File: src/rtl/ifmap_scan_ctrl_pkg.sv
// Shared configuration for the IFMAP raster-scan sequencer: geometry, derived sizes, state encoding.
package ifmap_scan_ctrl_pkg;

  localparam int IFMAP_H  = 5;
  localparam int IFMAP_W  = 5;
  localparam int IFMAP_C  = 1;
  localparam int FILTER_W = 3;
  localparam int ADDR_W   = 5;

  localparam int IF_SIZE   = IFMAP_H * IFMAP_W;
  localparam int LAST_ADDR = IF_SIZE * IFMAP_C - 1;

  // A dimension of 1 still needs a 1-bit counter so the cascade stays uniform.
  function automatic int cnt_w(input int n);
    return (n <= 1) ? 1 : $clog2(n);
  endfunction

  localparam int COL_W = cnt_w(IFMAP_W);
  localparam int ROW_W = cnt_w(IFMAP_H);
  localparam int CH_W  = cnt_w(IFMAP_C);

  typedef enum logic [1:0] {
    ST_IDLE  = 2'd0,
    ST_SCAN  = 2'd1,
    ST_DRAIN = 2'd2,
    ST_DONE  = 2'd3
  } state_e;

endpackage

File: src/rtl/ifmap_scan_ctrl_if.sv
// Control/pixel bus of the IFMAP scan sequencer; win_cnt_o exists only with IFMAP_SCAN_WINCNT_EN.
interface ifmap_scan_ctrl_if;
  import ifmap_scan_ctrl_pkg::*;

  logic              start_i;
  logic              ready_i;
  logic [ADDR_W-1:0] image_ram_addr_o;
  logic              rd_en_o;
  logic              pix_valid_o;
  logic [ADDR_W-1:0] pix_addr_o;
  logic              win_valid_o;
  logic              last_pix_o;
  logic              busy_o;
  logic              done_o;
`ifdef IFMAP_SCAN_WINCNT_EN
  logic [ADDR_W-1:0] win_cnt_o;
`endif

  modport slave (
    input  start_i, ready_i,
    output image_ram_addr_o, rd_en_o, pix_valid_o, pix_addr_o,
           win_valid_o, last_pix_o, busy_o, done_o
`ifdef IFMAP_SCAN_WINCNT_EN
    , output win_cnt_o
`endif
  );

  modport master (
    output start_i, ready_i,
    input  image_ram_addr_o, rd_en_o, pix_valid_o, pix_addr_o,
           win_valid_o, last_pix_o, busy_o, done_o
`ifdef IFMAP_SCAN_WINCNT_EN
    , input win_cnt_o
`endif
  );

endinterface

File: src/rtl/ifmap_coord_cnt.sv
// Cascaded col -> row -> ch counters for the raster scan; advances once per accepted read.
module ifmap_coord_cnt
  import ifmap_scan_ctrl_pkg::*;
(
  input  logic             clk,
  input  logic             rst,
  input  logic             clr_i,
  input  logic             adv_i,
  output logic [COL_W-1:0] col_o,
  output logic [ROW_W-1:0] row_o,
  output logic             last_o
);

  logic [COL_W-1:0] col_q, col_d;
  logic [ROW_W-1:0] row_q, row_d;
  logic [CH_W-1:0]  ch_q, ch_d;
  logic             col_wrap, row_wrap, ch_wrap;

  assign col_wrap = (col_q == COL_W'(IFMAP_W - 1));
  assign row_wrap = (row_q == ROW_W'(IFMAP_H - 1));
  assign ch_wrap  = (ch_q  == CH_W'(IFMAP_C - 1));

  always_comb begin
    col_d = col_q;
    row_d = row_q;
    ch_d  = ch_q;
    if (clr_i) begin
      col_d = '0;
      row_d = '0;
      ch_d  = '0;
    end else if (adv_i) begin
      col_d = col_wrap ? '0 : col_q + 1'b1;
      if (col_wrap) begin
        row_d = row_wrap ? '0 : row_q + 1'b1;
        if (row_wrap) ch_d = ch_wrap ? '0 : ch_q + 1'b1;
      end
    end
  end

  always_ff @(posedge clk) begin
    if (rst) begin
      col_q <= '0;
      row_q <= '0;
      ch_q  <= '0;
    end else begin
      col_q <= col_d;
      row_q <= row_d;
      ch_q  <= ch_d;
    end
  end

  assign col_o  = col_q;
  assign row_o  = row_q;
  assign last_o = col_wrap & row_wrap & ch_wrap;

endmodule

File: src/rtl/ifmap_scan_ctrl.sv
// IFMAP raster-scan sequencer: issues image RAM reads, tracks 1-cycle read latency, flags window closes.
// Optional window counter output enabled by defining IFMAP_SCAN_WINCNT_EN.
module ifmap_scan_ctrl
  import ifmap_scan_ctrl_pkg::*;
(
  input  logic               clk,
  input  logic               rst,
  ifmap_scan_ctrl_if.slave   bus
);

  localparam logic [ADDR_W-1:0] LAST_A  = ADDR_W'(LAST_ADDR);
  localparam logic [COL_W-1:0]  COL_MIN = COL_W'(FILTER_W - 1);
  localparam logic [ROW_W-1:0]  ROW_MIN = ROW_W'(FILTER_W - 1);

  state_e            state_q;
  logic [ADDR_W-1:0] addr_q;
  logic [ADDR_W-1:0] pix_addr_q;
  logic              pix_vld_q, win_vld_q, last_q, busy_q, done_q;

  logic              rd_en, start_ok, cnt_last;
  logic [COL_W-1:0]  col;
  logic [ROW_W-1:0]  row;

  assign rd_en    = (state_q == ST_SCAN) & bus.ready_i;
  assign start_ok = (state_q == ST_IDLE) & bus.start_i;

  ifmap_coord_cnt u_coord (
    .clk    (clk),
    .rst    (rst),
    .clr_i  (start_ok),
    .adv_i  (rd_en),
    .col_o  (col),
    .row_o  (row),
    .last_o (cnt_last)
  );

  always_ff @(posedge clk) begin
    if (rst) begin
      state_q    <= ST_IDLE;
      addr_q     <= '0;
      pix_addr_q <= '0;
      pix_vld_q  <= 1'b0;
      win_vld_q  <= 1'b0;
      last_q     <= 1'b0;
      busy_q     <= 1'b0;
      done_q     <= 1'b0;
    end else begin
      // Read-return stage: everything issued this cycle appears one cycle later.
      pix_vld_q  <= rd_en;
      pix_addr_q <= addr_q;
      win_vld_q  <= rd_en & (row >= ROW_MIN) & (col >= COL_MIN);
      last_q     <= rd_en & cnt_last;
      done_q     <= 1'b0;
      unique case (state_q)
        ST_IDLE: begin
          if (bus.start_i) begin
            state_q <= ST_SCAN;
            addr_q  <= '0;
            busy_q  <= 1'b1;
          end
        end
        ST_SCAN: begin
          if (rd_en) begin
            if (addr_q == LAST_A) state_q <= ST_DRAIN;
            else                  addr_q  <= addr_q + 1'b1;
          end
        end
        ST_DRAIN: begin
          state_q <= ST_DONE;
          busy_q  <= 1'b0;
          done_q  <= 1'b1;
        end
        ST_DONE: state_q <= ST_IDLE;
        default: state_q <= ST_IDLE;
      endcase
    end
  end

`ifdef IFMAP_SCAN_WINCNT_EN
  logic [ADDR_W-1:0] win_cnt_q;

  always_ff @(posedge clk) begin
    if (rst || start_ok) win_cnt_q <= '0;
    else if (win_vld_q)  win_cnt_q <= win_cnt_q + 1'b1;
  end

  assign bus.win_cnt_o = win_cnt_q;
`endif

  assign bus.image_ram_addr_o = addr_q;
  assign bus.rd_en_o          = rd_en;
  assign bus.pix_valid_o      = pix_vld_q;
  assign bus.pix_addr_o       = pix_addr_q;
  assign bus.win_valid_o      = win_vld_q;
  assign bus.last_pix_o       = last_q;
  assign bus.busy_o           = busy_q;
  assign bus.done_o           = done_q;

endmodule

File: src/flat_wrapper.sv
// flat-port wrapper written by rule: the top's interface ports become plain ports
module ifmap_scan_ctrl_flat import ifmap_scan_ctrl_pkg::*;
  (clk, rst, bus_start_i, bus_ready_i, bus_image_ram_addr_o, bus_rd_en_o, bus_pix_valid_o, bus_pix_addr_o, bus_win_valid_o, bus_last_pix_o, bus_busy_o, bus_done_o);
  ifmap_scan_ctrl_if bus_i ();
  input  logic clk;
  input  logic rst;
  input wire logic [$bits(bus_i.start_i)-1:0] bus_start_i;
  input wire logic [$bits(bus_i.ready_i)-1:0] bus_ready_i;
  output wire logic [$bits(bus_i.image_ram_addr_o)-1:0] bus_image_ram_addr_o;
  output wire logic [$bits(bus_i.rd_en_o)-1:0] bus_rd_en_o;
  output wire logic [$bits(bus_i.pix_valid_o)-1:0] bus_pix_valid_o;
  output wire logic [$bits(bus_i.pix_addr_o)-1:0] bus_pix_addr_o;
  output wire logic [$bits(bus_i.win_valid_o)-1:0] bus_win_valid_o;
  output wire logic [$bits(bus_i.last_pix_o)-1:0] bus_last_pix_o;
  output wire logic [$bits(bus_i.busy_o)-1:0] bus_busy_o;
  output wire logic [$bits(bus_i.done_o)-1:0] bus_done_o;
  assign bus_i.start_i = bus_start_i;
  assign bus_i.ready_i = bus_ready_i;
  assign bus_image_ram_addr_o = bus_i.image_ram_addr_o;
  assign bus_rd_en_o = bus_i.rd_en_o;
  assign bus_pix_valid_o = bus_i.pix_valid_o;
  assign bus_pix_addr_o = bus_i.pix_addr_o;
  assign bus_win_valid_o = bus_i.win_valid_o;
  assign bus_last_pix_o = bus_i.last_pix_o;
  assign bus_busy_o = bus_i.busy_o;
  assign bus_done_o = bus_i.done_o;
  ifmap_scan_ctrl u_core (.clk(clk), .rst(rst), .bus(bus_i));
endmodule
File: config.mk
export PLATFORM = sky130hd
export DESIGN_NAME = ifmap_scan_ctrl_flat
export DESIGN_NICKNAME = d
export VERILOG_FILES = /design/src/rtl/ifmap_scan_ctrl_pkg.sv /design/src/rtl/ifmap_scan_ctrl_if.sv /design/src/rtl/ifmap_coord_cnt.sv /design/src/rtl/ifmap_scan_ctrl.sv /design/src/flat_wrapper.sv
export SDC_FILE = /design/constraint.sdc
export NUM_CORES = 1
export LEC_CHECK = 0
export CORE_MARGIN = 2
export CORE_UTILIZATION = 53
export CTS_BUF_LIST = sky130_fd_sc_hd__clkbuf_8
export CTS_CLUSTER_DIAMETER = 60
export DETAILED_ROUTE_END_ITERATION = 10
export PLACE_DENSITY = 0.81
export SETUP_SLACK_MARGIN = 0.5
export SLEW_MARGIN = 20
export SYNTH_ARGS = -nofsm -noshare
export SYNTH_HDL_FRONTEND = slang
export SYNTH_HIERARCHICAL = 1
export SYNTH_SLANG_ARGS = --single-unit
File: constraint.sdc
create_clock -name clk -period 1.8 [get_ports clk]
set_input_delay 0.18 -clock clk [delete_from_list [all_inputs] [get_ports clk]]
set_output_delay 0.18 -clock clk [all_outputs]
set_load 0.005 [all_outputs]
# Word level (Yosys, flattened, before mapping)
# Index checks and enable logic that the tools add are counted.
# word_totals
regBits,24
output_inout_bits,16
word_cells,58
# op_classes
add_sub_neg,4
magnitude_cmp,2
eq_ne,10
mux,14
n_bitwise,8
reduce_logical,9
# op_table
operator,count
5-bit two-way mux,3
5-bit case mux with 2 select lines,1
2-bit case mux with 4 select lines,1
1-bit AND,7
3-bit by 1-bit adder with 3-bit output (second input constant),2
3-bit == test (second input constant),2
3-bit by 2-bit >= comparator with 1-bit output (second input constant),2
2-bit two-way mux,3
3-bit two-way mux,2
2-bit inequality test (second input constant),3
3-bit AND reduction,2
5-bit by 1-bit adder with 5-bit output (second input constant),1
5-bit == test (second input constant),1
2-bit == test (second input constant),2
2-bit AND reduction,2
4-bit AND reduction,1
2-bit nonzero test,2
1-bit two-way mux,3
2-bit by 1-bit == test with 1-bit output (second input constant),1
2-bit logical NOT,1
2-bit by 1-bit inequality test with 1-bit output (second input constant),1
1-bit case mux with 2 select lines,1
2-bit OR reduction,1
1-bit adder (second input constant),1
1-bit NOT,1

# Longest topological paths before layout
# Gate-level depths: netlist of run 1.
# depth
word_depth,4
mapped_depth,7

# Modules after synthesis
# Netlist of run 1, hierarchy kept.
# by_module_without_submodules
mod,n_inst,cells_per_inst,area_each_um2
ifmap_scan_ctrl,1,79,759.5
ifmap_coord_cnt,1,38,326.6

# Least setup slack after synthesis of run 1
# Ideal clock, no wire load.
# synth_path
path_kind,register to register
from,register u_core.state_q[1]
to,register u_core.u_coord.row_q[2] (netlist: u_core/u_coord/row_o[2])
setup_ps,73
arrival_ps,1421
t_required_ps,1727
slack_ps,306
stages_incl_launch_ff,8
synth_period_minus_slack_ps,1494
cell_sequence,dfxtp_1 inv_1 ha_1 buf_2 and2_1 and3_4 a21oi_2 nor3_2
# synth_between
elab_chain_cells,3
elab_cells_between_ends,6
classes_between,1 x eq/ne; 2 x bitwise; 3 x reduce/logical
# synth_lines
element,line,source
from (decl),ifmap_scan_ctrl.sv:15,state_e state_q;
from (signal assigned),ifmap_scan_ctrl.sv:39,state_q <= ST_IDLE;
from (signal assigned),ifmap_scan_ctrl.sv:57,state_q <= ST_SCAN;
from (signal assigned),ifmap_scan_ctrl.sv:64,if (addr_q == LAST_A) state_q <= ST_DRAIN;
2-bit by 1-bit == test with 1-bit output,ifmap_scan_ctrl.sv:24,assign rd_en = (state_q == ST_SCAN) & bus.ready_i;
1-bit AND,ifmap_scan_ctrl.sv:24,
via bus_rd_en_o,flat_wrapper.sv:10,output wire logic [$bits(bus_i.rd_en_o)-1:0] bus_rd_en_o;
2-bit AND reduction (no source line),n/a,
to (signal assigned),ifmap_coord_cnt.sv:47,row_q <= row_d;
to (decl),ifmap_coord_cnt.sv:15,"logic [ROW_W-1:0] row_q, row_d;"
# The timed path passes the listed nets, and every way through them passes these cells.
# A chain may end at the register's enable or synchronous reset.

# Final worst setup path of run 1
# layout_path
from,register u_core.state_q[1]
to,register u_core.addr_q[1] (netlist: u_core/bus.image_ram_addr_o[1])
# layout_between
elab_chain_cells,4
elab_cells_between_ends,9
classes_between,4 x eq/ne; 1 x mux; 1 x bitwise; 3 x reduce/logical
# layout_lines
element,line,source
2-bit by 1-bit == test with 1-bit output,"ifmap_scan_ctrl.sv:24, ifmap_scan_ctrl.sv:54",
1-bit AND,ifmap_scan_ctrl.sv:24,
2-bit by 1-bit inequality test with 1-bit output (no source line),n/a,
4-bit AND reduction (no source line),n/a,
to (signal assigned),ifmap_scan_ctrl.sv:65,else addr_q <= addr_q + 1'b1;
to (decl),ifmap_scan_ctrl.sv:16,logic [ADDR_W-1:0] addr_q;
# Several ways; a longest one is shown, not always the timed one.

==> results of run 1 <==
==> stage by stage <==
step                hold slack [ps]  utilization (%)  setup WS, ps  cell area, µm²
finish                          475             87.4           230            1700
global placement                461             70.1           211            1360
global route                    498             87.4           197            1700
CTS                             487             82.6           301            1600
floorplan                       275                -           436            1140
detailed placement              470             70.1           219            1360
==> metal layers <==
layer,part of all wire (%),vias up,track usage (%)
li1,-,490,-
met3,5.6,2,7.98
met4,0.51,0,4.29
met2,51,41,41.0
met5,0,-,0
met1,43,496,26.8
==> power by group <==
group          switching (mW)  total, mW  internal, mW
combinational           0.522       1.19         0.668
clock                   0.152      0.304         0.152
sequential             0.0507      0.621         0.570
==> final cells by class <==
cell class              count  area share, %
multi-input cells          81           42.1
flip-flops and latches     23           28.2
repair buffers             41           22.6
clock buffers               3           2.43
inverters                  10           2.36
well taps                  27           1.99
clock inverters             1          0.221
==> flip-flops by register name, indices dropped and copies added, names as in the netlist <==
| name | cells |
|---|---|
| u_core/bus.busy_o | 1 |
| u_core/bus.done_o | 1 |
| u_core/bus.image_ram_addr_o | 5 |
| u_core/bus.last_pix_o | 1 |
| u_core/bus.pix_addr_o | 5 |
| u_core/bus.pix_valid_o | 1 |
| u_core/bus.win_valid_o | 1 |
| u_core/state_q | 2 |
| u_core/u_coord/col_o | 3 |
| u_core/u_coord/row_o | 3 |
==> Yosys cell counts, types with 2 or more instances <==
cell / number / area, µm²
sky130_fd_sc_hd__dfxtp_1: 23 / 460
sky130_fd_sc_hd__ha_1: 9 / 113
sky130_fd_sc_hd__nand2_1: 6 / 22.5
sky130_fd_sc_hd__nor4_1: 2 / 12.5
sky130_fd_sc_hd__nand3_1: 7 / 35.0
sky130_fd_sc_hd__clkbuf_1: 2 / 7.51
sky130_fd_sc_hd__inv_1: 10 / 37.5
sky130_fd_sc_hd__and2_1: 3 / 18.8
sky130_fd_sc_hd__nor2b_1: 5 / 31.3
sky130_fd_sc_hd__a211o_1: 3 / 26.3
sky130_fd_sc_hd__a21oi_1: 5 / 25.0
sky130_fd_sc_hd__o21ai_0: 7 / 35.0
sky130_fd_sc_hd__nand3b_1: 4 / 30.0
sky130_fd_sc_hd__mux2i_1: 3 / 30.0
sky130_fd_sc_hd__nor2_1: 5 / 18.8
sky130_fd_sc_hd__nand2b_1: 3 / 18.8
==> logic make-up (layout without fill, tap and decap cells) <==
| kind of cell | Yosys count | after routing | share of synthesized area, % |
|---|---|---|---|
| and+or+nand+nor | 44 | 44 | 24.4 |
| DFF | 23 | 23 | 42.4 |
| adders and majority gates | 9 | 9 | 10.4 |
| xor gates and xnor gates | 2 | 2 | 1.61 |
| muxes | 3 | 3 | 2.77 |
| AOI/OAI and AO/OA | 23 | 23 | 13.8 |
| buffers and inverters | 13 | 55 | 4.61 |
==> repair_timing <==
item / 4_1_cts / 5_1_grt
endpoints found under the setup margin: 18 / 19
resized for setup: 27 / 20
pin swaps: 9 / 6
setup buffers: 16 / 4
==> how the worst max path moves through the flow <==
| stage | endpoint | from |
|---|---|---|
| floorplan | u_core/bus.image_ram_addr_o[1] | u_core/state_q[1] |
| global placement | bus_rd_en_o | bus_ready_i |
| detailed placement | u_core/bus.image_ram_addr_o[1] | bus_ready_i |
| CTS | u_core/bus.image_ram_addr_o[1] | u_core/state_q[1] |
| global route | u_core/bus.image_ram_addr_o[1] | u_core/state_q[1] |
| finish | u_core/bus.image_ram_addr_o[1] | u_core/state_q[1] |
==> worst register-to-register path, cell delays in order (launching register included) <==
cell	delay, ps
sky130_fd_sc_hd__dfxtp_2	340
sky130_fd_sc_hd__inv_2	50
sky130_fd_sc_hd__ha_4	160
sky130_fd_sc_hd__buf_8	120
sky130_fd_sc_hd__and2b_4	200
sky130_fd_sc_hd__or4_1	540
sky130_fd_sc_hd__nand3_1	100
==> results_tabular.tex, run 1 <==
\begin{tabular}{lr}
\hline
Metric & Value \\
\hline
\multicolumn{2}{l}{\textbf{Place}} \\
\quad Total instance count after detailed placement & around 160 \\
\quad Weighted congestion reported at the end of routability-driven placement & just under 0.9 \\
\quad Placed wire-length estimate & 1550 µm \\
\quad Number of buffers added on ports & 19 \\
\multicolumn{2}{l}{\textbf{Global routing}} \\
\quad Total congestion overflow after global routing & 0 \\
\quad Maximum number of pins on one net before global-route repair & 13 \\
\quad First-pass GRT wire length & 4360 µm \\
\quad Number of global-route vias before repair & 970 \\
\quad Number of antenna violations at the first check in global routing & 0 \\
\quad Tot GR Track Use & between 20 and 25\% \\
\multicolumn{2}{l}{\textbf{Power}} \\
\quad Worst voltage drop across the vdd grid & about 0.0012 V \\
\quad LEAKAGE & 0.724 nW \\
\quad Power Dens Cells & 1250 mW/mm² \\
\quad Total Power & 2.12 mW \\
\multicolumn{2}{l}{\textbf{Timing}} \\
\quad Setup-violating endpoint count in the final report & 0 \\
\quad Least-Margin Pin Slew & 287 ps \\
\quad Normalized max-slew margin & 80.7\% \\
\quad Post-route minimum period & 1570 ps \\
\quad Post-route clock period utilization & 87.2\% \\
\quad RSZ-0062 raised after global routing & true \\
\quad Setup skew after layout & 4.80 ps \\
\quad Max-slew violations & 0 \\
\quad Fmax & 637 MHz \\
\quad Number of endpoints with negative hold slack in the final report & 0 \\
\quad Sum Neg Setup Slack & 0 ps \\
\multicolumn{2}{l}{\textbf{Clock tree}} \\
\quad Clock root buffer & sky130\_fd\_sc\_hd\_\_clkbuf\_8 \\
\quad Maximum count of clock buffers along a single path & 2 \\
\quad Clk\_lat worst skew & 260 ps \\
\quad H-Tree Level Count & 1 \\
\quad Number of clock buffers inserted by TritonCTS & 3 \\
\quad CTS Hold Buffers Added & 0 \\
\quad Clock tree from TritonCTS & done \\
\quad Sinks on Clock Net & 23 \\
\quad Register clock-pin slew on the reported worst setup and hold paths & 80 ps \\
\multicolumn{2}{l}{\textbf{Hold path}} \\
\quad Worst min-delay path endpoint & u\_core/bus.busy\_o \\
\quad Worst Hold Path Cells & 2 \\
\quad Startpoint of the tightest hold check path & u\_core/bus.busy\_o \\
\quad Worst min-delay path class & flip-flop to flip-flop \\
\multicolumn{2}{l}{\textbf{Cells and area}} \\
\quad Final std cells w/o fill & roughly 190 \\
\quad Most common cell after layout, fill and taps aside & sky130\_fd\_sc\_hd\_\_buf\_4 \\
\quad Commonest cells after routing, fill and taps aside & sky130\_fd\_sc\_hd\_\_buf\_4, sky130\_fd\_sc\_hd\_\_dfxtp\_1, sky130\_fd\_sc\_hd\_\_clkdlybuf4s50\_1, sky130\_fd\_sc\_hd\_\_nand3\_1 \\
\quad Layout fillers & 96 \\
\quad Layout Nets & 173 \\
\quad Synthesis-to-finish area growth & 56.2\% \\
\quad Multi-input combinational cell area & about 710 µm² \\
\quad Antenna Cells & 0 \\
\quad Fraction of layout instances using a drive strength above 1 & 38.4\% \\
\quad FF/Latch Area & 479 µm² \\
\multicolumn{2}{l}{\textbf{Die}} \\
\quad Core Box Area & 0.00194 mm² \\
\quad Height of the die & 49.3 µm \\
\quad Initial core utilization & 55.9\% \\
\quad Floorplan die area & 0.00243 mm² \\
\quad Site row count & 16 \\
\quad Die X-Extent & 49.3 µm \\
\quad I/O pin count & 20 \\
\multicolumn{2}{l}{\textbf{Yosys}} \\
\quad Syn Nets & 130 \\
\quad Register area share after synthesis & 42.4\% \\
\quad Avg Cell Area, Syn & a little over 9 µm² \\
\quad Primary flip-flop cell chosen by synthesis mapping & sky130\_fd\_sc\_hd\_\_dfxtp\_1 \\
\quad Synthesized flop and latch total & 23 \\
\quad Cell variety after synth & 36 \\
\quad Syn Inst Count & 117 \\
\quad Number of enable-type register cells in the synthesized netlist & 0 \\
\quad Fraction of registers with async set/reset & 0\% \\
\quad Yosys warning count & 6 \\
\quad Cell area after synthesis & 0.00109 mm² \\
\multicolumn{2}{l}{\textbf{Route}} \\
\quad Number of iterations in the first detailed-routing pass & 4 \\
\quad Post-DR vias/cell & 5.53 \\
\quad Sum of routed wire length over all layers & 3170 µm \\
\quad Detail Route Antenna Nets & 0 \\
\quad WL/cell & 17.0 µm \\
\quad Final routed DRC violation total & 0 \\
\quad Drt first-iter violations & 21 \\
\quad Number of vias after detailed routing & about 1,000 \\
\multicolumn{2}{l}{\textbf{Critical path}} \\
\quad Worst Path Buf+Inv & 2 \\
\quad Critical path's top delay family & simple AND/OR/NAND/NOR gates \\
\quad Kind of end point of the critical path & flip-flop \\
\quad FF-to-FF setup slack & approximately 230 ps \\
\quad Delay of the slowest critical-path stage & $\sim$540 ps \\
\quad Launching point of the worst reg2reg path & u\_core/state\_q[1] \\
\quad Depth of the worst register-to-register path & 6 \\
\quad WS Path Type & flip-flop to flip-flop \\
\quad Highest-delay cell along the critical path & sky130\_fd\_sc\_hd\_\_or4\_1 \\
\quad Critical-path cell list & inv\_2 > ha\_4 > buf\_8 > and2b\_4 > or4\_1 > nand3\_1 \\
\quad Type of origin of the critical path & flip-flop \\
\quad Destination of the worst register-to-register timing path & u\_core/bus.image\_ram\_addr\_o[1] \\
\quad Largest fanout on the critical path & 6 \\
\quad Critical path data arrival time & 1770 ps \\
\quad Depth of the critical timing path with buffers and inverters included & 6 \\
\quad Required time at the endpoint of the critical path & $\sim$2000 ps \\
\multicolumn{2}{l}{\textbf{Outcome}} \\
\quad Run status & finished clean \\
\multicolumn{2}{l}{\textbf{Flow run}} \\
\quad Number of maximum-capacitance violations & 0 \\
\hline
\end{tabular}
Power figures use the tool's default switching activity.
==> run 2, diff against run 1 <==
--- a/config.mk
+++ b/config.mk
@@ -6,14 +6,15 @@
 export NUM_CORES = 1
 export LEC_CHECK = 0
 export CORE_MARGIN = 2
-export CORE_UTILIZATION = 53
+export CORE_UTILIZATION = 57
 export CTS_BUF_LIST = sky130_fd_sc_hd__clkbuf_8
 export CTS_CLUSTER_DIAMETER = 60
 export DETAILED_ROUTE_END_ITERATION = 10
-export PLACE_DENSITY = 0.81
+export PLACE_DENSITY = 0.86
 export SETUP_SLACK_MARGIN = 0.5
 export SLEW_MARGIN = 20
 export SYNTH_ARGS = -nofsm -noshare
 export SYNTH_HDL_FRONTEND = slang
 export SYNTH_HIERARCHICAL = 1
 export SYNTH_SLANG_ARGS = --single-unit
+export TNS_END_PERCENT = 10
==> constraint.sdc (replaced) <==
create_clock -name clk -period 2 [get_ports clk]
set_input_delay 0.2 -clock clk [delete_from_list [all_inputs] [get_ports clk]]
set_output_delay 0.2 -clock clk [all_outputs]
set_load 0.005 [all_outputs]
==> run 2 against run 1 <==
  * Sequential cell count unchanged
  * Cell area down 13%
  * Via count down 4.6%
  * Setup slack better by 170 ps
  * First-iteration DRC count up 71%
  * Critical path type unchanged
==> results_tabular.tex, run 2 (synthesis gave the netlist of run 1 again) <==
\begin{tabular}{lr}
\hline
Metric & Value \\
\hline
\multicolumn{2}{l}{\textbf{Outcome}} \\
\quad Run status & finished clean \\
\multicolumn{2}{l}{\textbf{Timing}} \\
\quad Least-Margin Pin Slew & about 500 ps \\
\quad Worst Hold Margin & 421 ps \\
\quad Fmax & between 600 and 700 MHz \\
\quad Max-slew violations & 0 \\
\quad RSZ-0062 raised after global routing & true \\
\quad Post-route clock period utilization & 80.1\% \\
\quad Setup skew after layout & 2.27 ps \\
\quad Normalized max-slew margin & 66.5\% \\
\quad Number of endpoints with negative hold slack in the final report & 0 \\
\quad Post-route minimum period & 1600 ps \\
\quad Setup-violating endpoint count in the final report & 0 \\
\quad Sum Neg Setup Slack & 0 ps \\
\multicolumn{2}{l}{\textbf{Die}} \\
\quad Floorplan die area & 0.00227 mm² \\
\quad Height of the die & roughly 48 µm \\
\quad Core Box Area & 0.00176 mm² \\
\quad Site row count & 15 \\
\quad I/O pin count & 20 \\
\quad Die X-Extent & 47.7 µm \\
\quad Initial core utilization & between 60\% and 70\% \\
\multicolumn{2}{l}{\textbf{Global routing}} \\
\quad First-pass GRT wire length & 3400 µm \\
\quad Total congestion overflow after global routing & 0 \\
\quad Number of global-route vias before repair & 789 \\
\quad Number of antenna violations at the first check in global routing & 0 \\
\quad Tot GR Track Use & 22.0\% \\
\quad Maximum number of pins on one net before global-route repair & 15 \\
\multicolumn{2}{l}{\textbf{Cells and area}} \\
\quad Fraction of layout instances using a drive strength above 1 & around a fifth \\
\quad Antenna Cells & 0 \\
\quad Synthesis-to-finish area growth & 36.3\% \\
\quad Final std cells w/o fill & 169 \\
\quad Commonest cells after routing, fill and taps aside & sky130\_fd\_sc\_hd\_\_dfxtp\_1, sky130\_fd\_sc\_hd\_\_clkdlybuf4s50\_1, sky130\_fd\_sc\_hd\_\_inv\_1, sky130\_fd\_sc\_hd\_\_o21ai\_0 \\
\quad Most common cell after layout, fill and taps aside & sky130\_fd\_sc\_hd\_\_dfxtp\_1 \\
\quad Layout Nets & 158 \\
\multicolumn{2}{l}{\textbf{Clock tree}} \\
\quad Maximum count of clock buffers along a single path & 2 \\
\quad Sinks on Clock Net & 23 \\
\quad H-Tree Level Count & 1 \\
\quad Clock tree from TritonCTS & done \\
\quad CTS Hold Buffers Added & 0 \\
\quad Number of clock buffers inserted by TritonCTS & 3 \\
\quad Clk\_lat worst skew & $\sim$260 ps \\
\quad Clock root buffer & sky130\_fd\_sc\_hd\_\_clkbuf\_8 \\
\quad Register clock-pin slew on the reported worst setup and hold paths & 80 ps \\
\multicolumn{2}{l}{\textbf{Power}} \\
\quad Internal power component & 1.06 mW \\
\quad Total Power & about 1.6 mW \\
\quad LEAKAGE & 0.565 nW \\
\quad Worst voltage drop across the vdd grid & between 0.0009 and 0.001 V \\
\quad Share of power burned in the clock network & 17.6\% \\
\quad Combinational share of power & around 47\% \\
\quad Fraction of power consumed by sequential logic & 35.0\% \\
\quad Power Dens Cells & 1090 mW/mm² \\
\quad Switching power share of the total & between 30\% and 40\% \\
\quad Switching component of the power & 0.552 mW \\
\multicolumn{2}{l}{\textbf{Critical path}} \\
\quad Kind of end point of the critical path & flip-flop \\
\quad Critical path data arrival time & roughly 1700 ps \\
\quad Type of origin of the critical path & flip-flop \\
\quad Largest fanout on the critical path & 5 \\
\quad WS Path Type & flip-flop to flip-flop \\
\quad Required time at the endpoint of the critical path & 2130 ps \\
\multicolumn{2}{l}{\textbf{Flow run}} \\
\quad Number of maximum-capacitance violations & 0 \\
\multicolumn{2}{l}{\textbf{Route}} \\
\quad Post-DR vias/cell & 5.81 \\
\quad Detail Route Antenna Nets & 0 \\
\quad WL/cell & 15.1 µm \\
\quad Final routed DRC violation total & 0 \\
\quad Drt first-iter violations & 36 \\
\quad Number of vias after detailed routing & 982 \\
\quad Number of iterations in the first detailed-routing pass & 4 \\
\quad Sum of routed wire length over all layers & $\sim$2500 µm \\
\multicolumn{2}{l}{\textbf{Place}} \\
\quad Weighted congestion reported at the end of routability-driven placement & 0.882 \\
\quad Number of buffers added on ports & 19 \\
\quad Total instance count after detailed placement & 159 \\
\quad Placed wire-length estimate & 1620 µm \\
\multicolumn{2}{l}{\textbf{Hold path}} \\
\quad Worst min-delay path class & primary input to flip-flop \\
\hline
\end{tabular}
==> run 2: cell types whose count changed in the layout (fill, tap and decap cells not counted), sizes merged <==
| cell | before | now |
|---|---|---|
| dlymetal6s2s | 3 | 1 |
| dlygate4sd2 | 4 | 1 |
| inv | 11 | 10 |
| clkdlybuf4s50 | 11 | 17 |
| clkbuf | 4 | 3 |
| buf | 22 | 7 |
| clkinv | 0 | 1 |
==> run 2: area by class of cell <==
class / count / area [µm²]
Timing Repair Buffer: 26 / 255
Clock inverter: 1 / 5.00
Clock buffer: 3 / 41.3
Multi-Input combinational cell: 81 / 639
Inverter: 10 / 40.0
Fill cell: 109 / 284
Sequential cell: 23 / 468
Tap cell: 25 / 31.3
==> run 2: power groups by stage <==
stage / registers, mW / logic, mW / clock network, mW
2_1_floorplan: 0.549 / 0.337 / 0
3_3_place_gp: 0.550 / 0.458 / 0
4_1_cts: 0.551 / 0.505 / 0.282
6_report: 0.563 / 0.762 / 0.283
3_5_place_dp: 0.554 / 0.476 / 0
5_1_grt: 0.569 / 0.806 / 0.305
==> run 2: per-layer routing <==
metal | vias up | share of wire [%] | wire [µm] | GRT usage [%]
met3 | 4 | 8.2 | 208 | 4.91
met5 | - | 0 | 0 | 0
met2 | 51 | 48 | 1230 | 36.5
met1 | 465 | 42 | 1070 | 27.5
li1 | 462 | - | - | -
met4 | 0 | 1.5 | 38 | 9.19
==> run 2: stage by stage <==
step	util (%)	instance area [µm²]	worst slack, ps
after floorplan	-	1090	506
after global placement	73.8	1300	354
after detailed placement	73.8	1300	284
after CTS	77.5	1370	366
after global routing	83.9	1480	365
final	83.9	1480	398
==> run 2: worst paths after layout <==
| kind | startpoint | end | slack [ps] | cells after the start |
|---|---|---|---|---|
| setup / recovery | u_core/bus.image_ram_addr_o[0] | u_core/state_q[0] | 400 | 5 |
| hold / removal | rst | u_core/bus.done_o | 420 | 2 |
| setup reg to reg | u_core/bus.image_ram_addr_o[0] | u_core/state_q[0] | 400 | 5 |
| hold reg to reg | u_core/u_coord/row_o[1] | u_core/u_coord/row_o[1] | 500 | 2 |
==> run 2: worst max-delay path: stages (launching register included) <==
cell                        delay (ps)
sky130_fd_sc_hd__dfxtp_4           370
sky130_fd_sc_hd__inv_1              80
sky130_fd_sc_hd__ha_2              180
sky130_fd_sc_hd__nand4b_1          270
sky130_fd_sc_hd__a2111oi_4         490
sky130_fd_sc_hd__a211oi_2           80
==> run 2: repair_timing <==
| item | CTS | global route |
|---|---|---|
| cloned | 0 | 0 |
| setup buffers | 1 | 5 |
| endpoints found under the setup margin | 11 | 14 |
| resized for setup | 4 | 20 |
| pin swaps | 0 | 5 |
==> run 3, diff against run 2 <==
--- a/config.mk
+++ b/config.mk
@@ -6,11 +6,11 @@
 export NUM_CORES = 1
 export LEC_CHECK = 0
 export CORE_MARGIN = 2
-export CORE_UTILIZATION = 57
+export CORE_UTILIZATION = 53
 export CTS_BUF_LIST = sky130_fd_sc_hd__clkbuf_8
 export CTS_CLUSTER_DIAMETER = 60
 export DETAILED_ROUTE_END_ITERATION = 10
-export PLACE_DENSITY = 0.86
+export PLACE_DENSITY = 0.81
 export SETUP_SLACK_MARGIN = 0.5
 export SLEW_MARGIN = 20
 export SYNTH_ARGS = -nofsm -noshare
==> constraint.sdc (replaced) <==
create_clock -name clk -period 1.5 [get_ports clk]
set_input_delay 0.15 -clock clk [delete_from_list [all_inputs] [get_ports clk]]
set_output_delay 0.15 -clock clk [all_outputs]
set_load 0.005 [all_outputs]
==> run 3 against run 2 <==
  * The run now ends with setup timing left
  * Fmax increased by 5.4%
  * Global-route usage decreased by 1.3 points
  * Power increased by 41%
  * Sequential power increased by 33%
  * Sequential cell count unchanged
  * Combinational power increased by 50%
  * Clock-buffer cell count unchanged
  * Setup slack got worse by 420 ps
  * Largest cell class unchanged
  * Largest power group unchanged
==> results_tabular.tex, run 3 (synthesis gave the netlist of run 1 again) <==
\begin{tabular}{lr}
\hline
Metric & Value \\
\hline
\multicolumn{2}{l}{\textbf{Place}} \\
\quad Total instance count after detailed placement & between 150 and 200 \\
\quad Placed wire-length estimate & 1580 µm \\
\quad Weighted congestion reported at the end of routability-driven placement & around 0.89 \\
\quad Number of buffers added on ports & 19 \\
\quad Worst slack at placement & -64.2 ps \\
\multicolumn{2}{l}{\textbf{Die}} \\
\quad Die X-Extent & slightly below 50 µm \\
\quad Core Box Area & $\sim$0.002 mm² \\
\quad Floorplan die area & 0.00243 mm² \\
\quad Initial core utilization & a little under three fifths \\
\quad I/O pin count & 20 \\
\quad Site row count & 16 \\
\quad Height of the die & 49.3 µm \\
\multicolumn{2}{l}{\textbf{Timing}} \\
\quad Setup-violating endpoint count in the final report & 1 \\
\quad Post-route clock period utilization & 101\% \\
\quad Max-slew violations & 0 \\
\quad PnR worst setup slack & -20.4 ps \\
\quad Least-Margin Pin Slew & 329 ps \\
\quad Post-route minimum period & 1520 ps \\
\quad Worst Hold Margin & 464 ps \\
\quad Fmax & 658 MHz \\
\quad Number of endpoints with negative hold slack in the final report & 0 \\
\quad RSZ-0062 raised after global routing & true \\
\quad Setup skew after layout & 5.12 ps \\
\quad Normalized max-slew margin & 78.0\% \\
\quad Sum Neg Setup Slack & -20.4 ps \\
\multicolumn{2}{l}{\textbf{Clock tree}} \\
\quad Clock root buffer & sky130\_fd\_sc\_hd\_\_clkbuf\_8 \\
\quad CTS Hold Buffers Added & 0 \\
\quad Maximum count of clock buffers along a single path & 2 \\
\quad Sinks on Clock Net & 23 \\
\quad Clock tree from TritonCTS & done \\
\quad Register clock-pin slew on the reported worst setup and hold paths & 80 ps \\
\quad Number of clock buffers inserted by TritonCTS & 3 \\
\quad Clk\_lat worst skew & 260 ps \\
\quad H-Tree Level Count & 1 \\
\multicolumn{2}{l}{\textbf{Cells and area}} \\
\quad Layout fillers & about 110 \\
\quad Antenna Cells & 0 \\
\quad Commonest cells after routing, fill and taps aside & sky130\_fd\_sc\_hd\_\_dfxtp\_1, sky130\_fd\_sc\_hd\_\_dlymetal6s2s\_1, sky130\_fd\_sc\_hd\_\_buf\_4, sky130\_fd\_sc\_hd\_\_inv\_1, sky130\_fd\_sc\_hd\_\_ha\_1 \\
\quad Most common cell after layout, fill and taps aside & sky130\_fd\_sc\_hd\_\_dfxtp\_1 \\
\quad Layout Nets & 165 \\
\quad Multi-input combinational cell area & 712 µm² \\
\quad Synthesis-to-finish area growth & 51.3\% \\
\quad Final core area utilization & 84.6\% \\
\quad Final std cells w/o fill & 178 \\
\quad FF/Latch Area & 473 µm² \\
\quad Fraction of layout instances using a drive strength above 1 & 35.8\% \\
\multicolumn{2}{l}{\textbf{Critical path}} \\
\quad Type of origin of the critical path & flip-flop \\
\quad WS Path Type & flip-flop to flip-flop \\
\quad Largest fanout on the critical path & 7 \\
\quad Worst Path Buf+Inv & 2 \\
\quad FF-to-FF setup slack & -20 ps \\
\quad Depth of the critical timing path with buffers and inverters included & 6 \\
\quad Critical-path cell list & inv\_2 > ha\_4 > buf\_6 > and2b\_4 > or4\_4 > nand3\_2 \\
\quad Kind of end point of the critical path & flip-flop \\
\quad Highest-delay cell along the critical path & sky130\_fd\_sc\_hd\_\_or4\_4 \\
\quad Critical path's top delay family & simple AND/OR/NAND/NOR gates \\
\quad Depth of the worst register-to-register path & 6 \\
\quad Critical path data arrival time & 1720 ps \\
\quad Delay of the slowest critical-path stage & 520 ps \\
\quad Required time at the endpoint of the critical path & 1700 ps \\
\quad Start point of the critical path & u\_core/state\_q[1] \\
\quad Launching point of the worst reg2reg path & u\_core/state\_q[1] \\
\quad Destination of the worst register-to-register timing path & u\_core/bus.image\_ram\_addr\_o[1] \\
\quad Capturing element of the worst setup path & u\_core/bus.image\_ram\_addr\_o[1] \\
\multicolumn{2}{l}{\textbf{Route}} \\
\quad Number of iterations in the first detailed-routing pass & 4 \\
\quad Drt first-iter violations & 25 \\
\quad Detail Route Antenna Nets & 0 \\
\quad Post-DR vias/cell & roughly 5.6 \\
\quad Sum of routed wire length over all layers & approximately 2800 µm \\
\quad Final routed DRC violation total & 0 \\
\quad Number of vias after detailed routing & slightly below 1,000 \\
\quad WL/cell & roughly 16 µm \\
\multicolumn{2}{l}{\textbf{Power}} \\
\quad Combinational share of power & 50.4\% \\
\quad LEAKAGE & between 0.8 and 0.9 nW \\
\quad Power Dens Cells & 1380 mW/mm² \\
\quad Switching component of the power & 0.766 mW \\
\quad Fraction of power consumed by sequential logic & 33.0\% \\
\quad Switching power share of the total & 33.8\% \\
\quad Share of power burned in the clock network & 16.5\% \\
\quad Internal power component & 1.50 mW \\
\quad Worst voltage drop across the vdd grid & around 0.0013 V \\
\multicolumn{2}{l}{\textbf{Hold path}} \\
\quad Worst min-delay path class & flip-flop to flip-flop \\
\multicolumn{2}{l}{\textbf{Global routing}} \\
\quad First-pass GRT wire length & 4000 µm \\
\quad Tot GR Track Use & between 20\% and 30\% \\
\quad Number of antenna violations at the first check in global routing & 0 \\
\quad Maximum number of pins on one net before global-route repair & 14 \\
\quad Total congestion overflow after global routing & 0 \\
\quad Number of global-route vias before repair & 955 \\
\multicolumn{2}{l}{\textbf{Outcome}} \\
\quad Violations in the final reports & setup timing \\
\quad Run status & finished, violations left \\
\multicolumn{2}{l}{\textbf{Flow run}} \\
\quad Number of maximum-capacitance violations & 0 \\
\hline
\end{tabular}
run 3: layout make-up:
type	instances	area share, %
repair buffers	33	20.7
well taps	27	2.06
multi-input cells	81	43.3
clock inverters	1	0.305
clock buffers	3	2.51
inverters	10	2.28
flip-flops and latches	23	28.8
run 3: stage by stage:
step | power (mW) | cell area [µm²]
3_5_place_dp | 1.54 | 1370
4_1_cts | 2.09 | 1490
3_3_place_gp | 1.50 | 1370
6_report | 2.27 | 1640
2_1_floorplan | 1.29 | 1130
5_1_grt | 2.38 | 1640
run 3: how the worst min path moves through the flow:
stage | start | to | slack [ps] | depth (start not counted)
5_1_grt | u_core/bus.busy_o | u_core/bus.busy_o | 490 | 2
4_1_cts | u_core/bus.busy_o | u_core/bus.busy_o | 500 | 2
2_1_floorplan | rst | u_core/bus.pix_addr_o[3] | 240 | 1
6_report | u_core/bus.busy_o | u_core/bus.busy_o | 460 | 2
3_5_place_dp | u_core/bus.busy_o | u_core/bus.busy_o | 480 | 2
3_3_place_gp | u_core/bus.busy_o | u_core/bus.busy_o | 460 | 2
run 3: repair_timing:
action / in CTS / in global routing
pin swaps: 3 / 16
setup buffers: 7 / 1
gates cloned: 1 / 0
gates resized for setup: 3 / 48
setup endpoints to repair: 31 / 33
run 3: tightest hold or removal path, cell delays in order, from the launching register on:
cell,delay [ps]
sky130_fd_sc_hd__dfxtp_2,330
sky130_fd_sc_hd__o21ai_2,40
sky130_fd_sc_hd__a21oi_1,60
run 3: power by group through the flow:
stage          Sequential (mW)  Combinational, mW  Clock (mW)
2_1_floorplan            0.753              0.539           0
3_3_place_gp             0.757              0.747           0
3_5_place_dp             0.759              0.779           0
4_1_cts                  0.742              0.976       0.376
5_1_grt                  0.755               1.22       0.406
6_report                 0.750               1.14       0.375
run 3: per-layer routing:
layer	vias to the layer above	GRT usage (%)	wire length [µm]
met4	0	8.57	29
met2	32	36.9	1390
met5	-	0	0
met1	473	24.5	1220
met3	4	2.76	117
li1	479	-	-
